[src/rtl/mpsoc_msi_wrr_pkg.sv]
// Shared definitions for the weighted round-robin MSI arbiter.
// Holds the FSM state type/encoding and the default parameter values.
// No logic; imported by the arbiter top and its picker.
package mpsoc_msi_wrr_pkg;

    localparam int DEFAULT_NUM_PORTS = 6;
    localparam int DEFAULT_WEIGHT_W  = 4;

    // Two-state FSM, encoded as plain constants for compatibility with legacy code.
    typedef logic [0:0] state_t;
    localparam state_t ST_IDLE  = 1'b0;
    localparam state_t ST_GRANT = 1'b1;

endpackage

[src/rtl/mpsoc_msi_rr_picker.sv]
// Rotating-priority search: first requesting port at or after start, wrapping.
// Latency: combinational.  Backpressure: none (pure function of inputs).
// Ports: request (per-port), start (search origin) -> found, index (winner).
module mpsoc_msi_rr_picker
    import mpsoc_msi_wrr_pkg::*;
#(
    parameter int NUM_PORTS = DEFAULT_NUM_PORTS,
    parameter int IDX_W     = $clog2(NUM_PORTS)
) (
    input  logic [NUM_PORTS-1:0] request,
    input  logic [IDX_W-1:0]     start,
    output logic                 found,
    output logic [IDX_W-1:0]     index
);

    int p;

    // Walk offsets from farthest to nearest so the nearest requester is the
    // last assignment and therefore wins, without needing an early exit.
    always_comb begin
        found = 1'b0;
        index = '0;
        p     = 0;
        for (int k = NUM_PORTS - 1; k >= 0; k--) begin
            p = (int'(start) + k) % NUM_PORTS;
            if (request[p]) begin
                found = 1'b1;
                index = IDX_W'(p);
            end
        end
    end

endmodule

[src/rtl/mpsoc_msi_wrr_arbiter.sv]
// Weighted round-robin bus arbiter: each tenure lasts up to weight[i] grant cycles.
// Latency: request sampled at edge n gives registered grant at edge n+1.
// Backpressure: dropping request[owner] releases the grant at the next edge.
// Ports: clk, rst (sync, active-high), request, weight (WEIGHT_W per port),
//        lock (only with MSI_ARB_LOCK_EN defined), grant, selection, active.
// MSI_ARB_LOCK_EN: when defined, lock[owner]=1 extends a tenure past its quota.
module mpsoc_msi_wrr_arbiter
    import mpsoc_msi_wrr_pkg::*;
#(
    parameter int NUM_PORTS = DEFAULT_NUM_PORTS,
    parameter int WEIGHT_W  = DEFAULT_WEIGHT_W,
    localparam int IDX_W    = $clog2(NUM_PORTS)
) (
    input  logic                          clk,
    input  logic                          rst,
    input  logic [NUM_PORTS-1:0]          request,
    input  logic [NUM_PORTS*WEIGHT_W-1:0] weight,
`ifdef MSI_ARB_LOCK_EN
    input  logic [NUM_PORTS-1:0]          lock,
`endif
    output logic [NUM_PORTS-1:0]          grant,
    output logic [IDX_W-1:0]              selection,
    output logic                          active
);

    state_t               state_q, state_d;
    logic [IDX_W-1:0]     owner_q, owner_d;
    logic [WEIGHT_W-1:0]  count_q, count_d;
    logic [WEIGHT_W-1:0]  quota_q, quota_d;
    logic [IDX_W-1:0]     ptr_q, ptr_d;
    logic [NUM_PORTS-1:0] grant_q, grant_d;
    logic [IDX_W-1:0]     sel_q, sel_d;
    logic                 active_q, active_d;

    logic                 owner_lock;
    logic [IDX_W-1:0]     owner_nxt;
    logic [IDX_W-1:0]     search_start;
    logic                 pick_found;
    logic [IDX_W-1:0]     pick_idx;
    logic [WEIGHT_W-1:0]  pick_weight;
    logic [WEIGHT_W-1:0]  pick_quota;
    logic                 hold;
    logic                 launch;

`ifdef MSI_ARB_LOCK_EN
    assign owner_lock = lock[owner_q];
`else
    assign owner_lock = 1'b0;
`endif

    assign owner_nxt = (owner_q == IDX_W'(NUM_PORTS - 1)) ? '0 : owner_q + 1'b1;

    // While a tenure runs, a re-arbitration (if any) starts just past the owner;
    // from IDLE it starts at the stored pointer.
    assign search_start = (state_q == ST_GRANT) ? owner_nxt : ptr_q;

    mpsoc_msi_rr_picker #(
        .NUM_PORTS (NUM_PORTS),
        .IDX_W     (IDX_W)
    ) u_picker (
        .request (request),
        .start   (search_start),
        .found   (pick_found),
        .index   (pick_idx)
    );

    // A zero weight still earns one grant cycle.
    assign pick_weight = weight[int'(pick_idx)*WEIGHT_W +: WEIGHT_W];
    assign pick_quota  = (pick_weight == '0) ? WEIGHT_W'(1) : pick_weight;

    assign hold = request[owner_q] && ((count_q < quota_q) || owner_lock);

    always_comb begin
        state_d  = state_q;
        owner_d  = owner_q;
        count_d  = count_q;
        quota_d  = quota_q;
        ptr_d    = ptr_q;
        grant_d  = grant_q;
        sel_d    = sel_q;
        active_d = active_q;
        launch   = 1'b0;

        case (state_q)
            ST_IDLE: begin
                launch = pick_found;
            end
            ST_GRANT: begin
                if (hold) begin
                    count_d = (&count_q) ? count_q : count_q + WEIGHT_W'(1);
                end else begin
                    ptr_d  = owner_nxt;
                    launch = pick_found;
                    if (!pick_found) begin
                        state_d  = ST_IDLE;
                        grant_d  = '0;
                        sel_d    = '0;
                        active_d = 1'b0;
                    end
                end
            end
            default: begin
                state_d = ST_IDLE;
            end
        endcase

        // New tenure: grant, selection and active all come from the same pick.
        if (launch) begin
            state_d  = ST_GRANT;
            owner_d  = pick_idx;
            count_d  = WEIGHT_W'(1);
            quota_d  = pick_quota;
            grant_d  = NUM_PORTS'(1) << pick_idx;
            sel_d    = pick_idx;
            active_d = 1'b1;
        end
    end

    always_ff @(posedge clk) begin
        if (rst) begin
            state_q  <= ST_IDLE;
            owner_q  <= '0;
            count_q  <= '0;
            quota_q  <= '0;
            ptr_q    <= '0;
            grant_q  <= '0;
            sel_q    <= '0;
            active_q <= 1'b0;
        end else begin
            state_q  <= state_d;
            owner_q  <= owner_d;
            count_q  <= count_d;
            quota_q  <= quota_d;
            ptr_q    <= ptr_d;
            grant_q  <= grant_d;
            sel_q    <= sel_d;
            active_q <= active_d;
        end
    end

    assign grant     = grant_q;
    assign selection = sel_q;
    assign active    = active_q;

endmodule

[config.mk]
export PLATFORM = sky130hd
export DESIGN_NAME = mpsoc_msi_wrr_arbiter
export DESIGN_NICKNAME = d
export VERILOG_FILES = /design/src/rtl/mpsoc_msi_wrr_pkg.sv /design/src/rtl/mpsoc_msi_rr_picker.sv /design/src/rtl/mpsoc_msi_wrr_arbiter.sv
export SDC_FILE = /design/constraint.sdc
export NUM_CORES = 1
export LEC_CHECK = 0
export CAP_MARGIN = 10
export CORE_MARGIN = 5
export CORE_UTILIZATION = 62
export CTS_BUF_LIST = sky130_fd_sc_hd__clkbuf_4
export CTS_CLUSTER_DIAMETER = 60
export CTS_CLUSTER_SIZE = 28
export DETAILED_ROUTE_END_ITERATION = 6
export GPL_TIMING_DRIVEN = 1
export HOLD_SLACK_MARGIN = 0.12
export PLACE_DENSITY = 0.95
export SLEW_MARGIN = 10
export SYNTH_ARGS = -nofsm -noshare
export SYNTH_HDL_FRONTEND = slang
export SYNTH_SLANG_ARGS = --single-unit
[constraint.sdc]
create_clock -name clk -period 7.5 [get_ports clk]
set_input_delay 1.125 -clock clk [delete_from_list [all_inputs] [get_ports clk]]
set_output_delay 1.125 -clock clk [all_outputs]
set_load 0.005 [all_outputs]
Word level (Yosys, flattened, before mapping)
Cells that the tools add are included.
{"block": "totals", "input_bits": 32, "reg_bits": 25, "word_cells": 106}
{"block": "op_classes", "n_bitwise": 3, "reduce_logical": 10, "div_mod_pow": 6, "shifts": 2, "magnitude_cmp": 8, "addsub": 7, "muxes": 57, "n_eq_ne": 4}
{"op": "less-than comparator 32 x 5 -> 1 bit (second input constant)", "count": 6}
{"op": "remainder unit 32 x 4 -> 32 bit (second input constant)", "count": 5}
{"op": "2-to-1 mux 3 bit", "count": 12}
{"op": "remainder unit 4 x 4 -> 32 bit (second input constant)", "count": 1}
{"op": "2-to-1 mux 1 bit", "count": 32}
{"op": "2-to-1 mux 6 bit", "count": 4}
{"op": "indexed part select 24 x 6 -> 4 bit", "count": 1}
{"op": "binary-select mux 1 bit (select 3 bit)", "count": 7}
{"op": "AND reduction 3 bit", "count": 3}
{"op": "adder 3 x 2 -> 4 bit (second input constant)", "count": 2}
{"op": "adder 3 x 3 -> 4 bit (second input constant)", "count": 2}
{"op": "<< shifter 1 x 3 -> 6 bit (first input constant)", "count": 1}
{"op": "adder 3 x 1 -> 4 bit (second input constant)", "count": 1}
{"op": "adder 4 x 1 -> 4 bit (second input constant)", "count": 1}
{"op": "zero test 4 bit", "count": 1}
{"op": "less-than comparator 3 x 4 -> 1 bit (second input constant)", "count": 1}
{"op": "less-than comparator 4 bit", "count": 1}
{"op": "2-to-1 mux 4 bit", "count": 1}
{"op": "inequality test 2 x 1 -> 1 bit (second input constant)", "count": 2}
{"op": "AND reduction 4 bit", "count": 1}
{"op": "nonzero test 2 bit", "count": 2}
{"op": "adder 3 x 1 -> 3 bit (second input constant)", "count": 1}
{"op": "equality test 3 bit (second input constant)", "count": 1}
{"op": "inverter 1 bit", "count": 3}
{"op": "other kinds (5)", "count": 5}

Longest topological paths before layout
{"block": "logic_depth", "depth_word": 18, "depth_mapped": 24, "mapped_depth_nobuf": 21}

Modules after synthesis
Synthesis repeated with hierarchy kept, for this count alone.
{"block": "hier_totals", "cells_unflattened": 315, "hier_area_um2": 2593.7}
{"mod": "mpsoc_msi_wrr_arbiter", "seq_area_each_um2": 500.5, "n_inst": 1, "cells_per_inst": 163, "area_each_um2": 1470.2}
{"mod": "mpsoc_msi_rr_picker", "seq_area_each_um2": 0.0, "n_inst": 1, "cells_per_inst": 152, "area_each_um2": 1123.6}

Worst setup path after synthesis
Ideal clock, no wire load.
{"block": "synth_path", "kind": "register to register", "start": "register owner_q[0]", "end": "register quota_q[0]", "setup_ps": 137, "period_less_slack_ps": 5066, "stages_incl_launch_ff": 24, "slack_ps": 2434, "n_path_buf": 2, "t_arrival_ps": 4929, "path_cell_list": "dfxtp_1 -> buf_6 -> or3b_1 -> a31o_2 -> clkinv_2 -> ha_1 -> clkbuf_2 -> nor2b_1 -> a311oi_4 -> and2_2 -> inv_1 -> ha_1 -> nor2b_1 -> a2111o_1 -> mux2_2 -> a2111o_1 -> nand4_1 -> or2_1 -> a221o_1 -> a21oi_4 -> nor2_4 -> mux2_4 -> a21oi_2 -> o32ai_1"}
{"block": "synth_between", "elab_chain_cells": 17, "elab_cells_between_ends": 53, "classes_between": "add/sub (6); div (6); eq/ne (1); shift (1); mux (37); reduce/logical (2)"}
{"item": "start: declaration", "line_no": "mpsoc_msi_wrr_arbiter.sv:27", "source": "logic [IDX_W-1:0] owner_q, owner_d;"}
{"item": "start signal: assignment", "line_no": "mpsoc_msi_wrr_arbiter.sv:131", "source": "owner_q <= owner_d;"}
{"item": "adder 3 x 1 -> 3 bit or equality test 3 bit (tied branches)", "line_no": "mpsoc_msi_wrr_arbiter.sv:51", "source": "assign owner_nxt = (owner_q == IDX_W'(NUM_PORTS - 1)) ? '0 : owner_q + 1'b1;"}
{"item": "2-to-1 mux 3 bit", "line_no": "mpsoc_msi_wrr_arbiter.sv:51"}
{"item": "2-to-1 mux 3 bit", "line_no": "mpsoc_msi_wrr_arbiter.sv:55", "source": "assign search_start = (state_q == ST_GRANT) ? owner_nxt : ptr_q;"}
{"item": "adder 3 x 3 -> 4 bit", "line_no": "mpsoc_msi_rr_picker.sv:25", "source": "p = (int'(start) + k) % NUM_PORTS;"}
{"item": "remainder unit 32 x 4 -> 32 bit", "line_no": "mpsoc_msi_rr_picker.sv:25"}
{"item": "binary-select mux 1 bit (select 3 bit)", "line_no": "mpsoc_msi_rr_picker.sv:26", "source": "if (request[p]) begin"}
{"item": "2-to-1 mux 1 bit (implied by the code) (2 in a row)", "line_no": "mpsoc_msi_rr_picker.sv:26"}
{"item": "2-to-1 mux 3 bit (6 in a row)", "line_no": "mpsoc_msi_rr_picker.sv:26"}
{"item": "indexed part select 24 x 6 -> 4 bit", "line_no": "mpsoc_msi_wrr_arbiter.sv:68", "source": "assign pick_weight = weight[int'(pick_idx)*WEIGHT_W +: WEIGHT_W];"}
{"item": "zero test 4 bit", "line_no": "mpsoc_msi_wrr_arbiter.sv:69", "source": "assign pick_quota = (pick_weight == '0) ? WEIGHT_W'(1) : pick_weight;"}
{"item": "2-to-1 mux 4 bit", "line_no": "mpsoc_msi_wrr_arbiter.sv:69"}
{"item": "end signal: assignment", "line_no": "mpsoc_msi_wrr_arbiter.sv:133", "source": "quota_q <= quota_d;"}
{"item": "end: declaration", "line_no": "mpsoc_msi_wrr_arbiter.sv:29", "source": "logic [WEIGHT_W-1:0] quota_q, quota_d;"}
Parallel ways exist; a longest one is shown, timed or not. The select of a mux whose other input is x is not followed.
A chain may end at the register's enable or synchronous reset.

Worst setup path after layout
Ends and elaborated chain as after synthesis.

==> flow_metrics.tcl <==
set metrics [dict create \
    status "completed" \
    viasPerCell 6.96 \
    setup_viol 0 \
    die-height_um 78.7 \
    clk_path_buf_depth 2 \
    layout-drive-gt1-share_pct 11.3 \
    crit_path_end "quota_q[0]$_SDFFE_PP0P_" \
    cts_hold_buf 0 \
    skew_ns 0.0145 \
    syn_inst 367 \
    slew_headroom_pct 33.2 \
    rsz0062_at_grt "false" \
    port_buffers 41 \
    first_pass_iters 6 \
    die_area_um2 6200 \
    ctsResizeCount 0 \
    hpwl_um 6380 \
    avgRoutedWirePerCell_um 18.0 \
    yosysMostFrequentCell "nor2_1" \
    drt-met1-wl_um 3540 \
    ys.flop_type "dfxtp_1" \
    period_needed_ns 5.95 \
    syn_area_per_cell_um2 7.98 \
    cp_data_arrival_time_ns 6.21 \
    setup_ws_ns 1.55 \
    worst_pin_slew_ns 1.00 \
    crit_path_start "owner_q[0]$_SDFFE_PP0P_" \
    ys_top_cells_by_area "dfxtp_1 (17%), ha_1 (7.7%), mux2i_1 (5.5%)" \
    root_buffer "clkbuf_4" \
    cts_sinks 25 \
    synth_top_area_share_pct 17.1 \
    required_ns 7.76 \
    hold_class "flip-flop to flip-flop" \
    core_um2 4660 \
    gp_congestion 0.975 \
    nets 448 \
    maxCapViolations 0 \
    grt.total_usage_pct 26.5 \
    drt_iter0_drc 290 \
    start_kind "flip-flop" \
    antenna_found_initial 0 \
    synth_area_um2 2930 \
    row_count 25 \
    grt_pass1_wl_um 13500 \
    reg2reg_depth 21 \
    dr_wl_met2_um 3590 \
    final_hold_viol_count 0 \
    met3_length_um 723 \
    setup_tns_ns 0 \
    cts_tree "yes" \
    numCtsBuffers 3 \
    fp.dieW_um 78.7 \
    drc_errors 0 \
    start_util_pct 62.8 \
    pre_cts_ws_ns 1.63 \
    synth-edff-count 0 \
    grt.overflow.total 0 \
    clk_latency_ns 0.33 \
    timing.rr.end "quota_q[0]$_SDFFE_PP0P_" \
    fill_cells 352 \
    detail-route-antenna-nets 0 \
    io_pins 42 \
    first_global_vias 2995 \
    critPathCaptureType "flip-flop" \
    ys_ff_latch 25 \
    async_flop_share_pct 0 \
    r2r-start "owner_q[0]$_SDFFE_PP0P_" \
    finalCritPeriodShare_pct 79.3 \
    multi_input_area_um2 2280 \
    ys_types 87 \
    wirelength_um 8130 \
    yosysTopAreaCell "dfxtp_1" \
    areaGrowthSynthToFinish_pct 14.8 \
    crit_fanout 14 \
    critPathKind "flip-flop to flip-flop" \
    path_clk_slew_ns 0.15 \
    ys_seq_area_share_pct 17.1 \
    regArea_um2 500 \
    via_count 3139 \
    fmax_mhz 168 \
    syn-num-nets 417 \
    n_antenna_cell 0 \
    synth_common_cells "nor2_1 (41), dfxtp_1 (25), nand2_1 (22)" \
    grt_start_max_net_pins 21 \
    ctsHtreeMaxLevel 1 \
    top_layer "met4" \
    maxSlewViolCount 0 \
    yosys_warnings 0 \
    cts_setup_buffers 0 \
    r2r_slack_ns 1.55 \
]
## state kept, by name (all words and copies together), names as in the netlist
signal     flops
active         1
count_q        4
grant          6
owner_q        3
ptr_q          3
quota_q        4
selection      3
state_q        1
## final cells by class
type,count,share of cell area [%]
clock inverter,1,0.260
timing repair buffer,41,12.2
tap,54,2.01
inverter,18,2.05
clock buffer,3,0.670
sequential,25,14.9
multi-input combinational,309,67.9
## how the worst min path moves through the flow
| stage | startpoint | end | slack (ns) | depth (start not counted) |
|---|---|---|---|---|
| after detailed placement | selection[1]$_SDFFE_PP0P_ | selection[1]$_SDFFE_PP0P_ | 0.46 | 2 |
| after global routing | selection[1]$_SDFFE_PP0P_ | selection[1]$_SDFFE_PP0P_ | 0.50 | 2 |
| after global placement | selection[1]$_SDFFE_PP0P_ | selection[1]$_SDFFE_PP0P_ | 0.45 | 2 |
| after CTS | selection[1]$_SDFFE_PP0P_ | selection[1]$_SDFFE_PP0P_ | 0.48 | 2 |
| final | selection[1]$_SDFFE_PP0P_ | selection[1]$_SDFFE_PP0P_ | 0.47 | 2 |
| after floorplan | quota_q[3]$_SDFFE_PP0P_ | quota_q[3]$_SDFFE_PP0P_ | 0.45 | 2 |
## through the flow
step / utilization (%) / hold WS, ns / instances / area (um2)
floorplan: - / 0.451 / 367 / 2930
global placement: 71.5 / 0.446 / 447 / 3330
global route: 72.2 / 0.497 / 451 / 3360
CTS: 72.2 / 0.476 / 451 / 3360
finish: 72.2 / 0.471 / 451 / 3360
detailed placement: 71.5 / 0.460 / 447 / 3330
## placed cells by master (no fill, tap or decap), types with 4 or more instances in the layout
cell type        Yosys  routed
nand2_1             22      22
a211oi_1             5       5
ha_1                18      18
nor3_1              12      12
mux2_2               8       8
nor2_1              41      41
clkdlybuf4s50_1      0      41
nand4_1              7       7
nand3_1             13      13
a22oi_1              5       5
a21oi_1             15      15
nor2b_1              7       7
inv_1               13      13
a21o_1               5       5
a31oi_1              7       7
mux2i_1             16      16
o211a_1              5       5
o211ai_1             7       7
o21ai_0             15      15
dfxtp_1             25      25
nand2b_1             4       4
and2_1               5       5
o21a_1               4       4
## logic make-up after synthesis
| logic type | share of synthesized area (%) |
|---|---|
| AND/OR/NAND/NOR | 26.4 |
| AO/OA/AOI/OAI | 31.2 |
| buffers and inverters | 4.91 |
| multiplexers | 11.5 |
| flip-flops | 17.1 |
| adder cells (fa/ha/maj) | 7.69 |
| XOR/XNOR | 1.20 |
## critical path, cell delays in order (launching register included)
cell      delay [ns]
dfxtp_1         0.58
or3b_1          0.41
a31o_2          0.31
clkinv_2        0.17
ha_1            0.35
nor2b_1         0.12
a311oi_4        0.35
and2_2          0.24
inv_1           0.05
ha_1            0.17
nor2b_1         0.17
a2111o_1        0.41
mux2_2          0.29
a2111o_1        0.42
nand4_1         0.07
or2_1           0.13
nand4b_1        0.14
and2_1          0.40
clkinv_1        0.39
nor2_1          0.33
a21oi_2         0.10
o32ai_1         0.26
## routing by layer
metal	up-vias	global-route usage, %
met4	0	9.27
met5	-	0
li1	1457	-
met2	182	43.5
met1	1464	34.6
met3	36	5.22
Power is not shown: default switching activity piles up to over one toggle a cycle in this logic, so the estimate is an artifact.
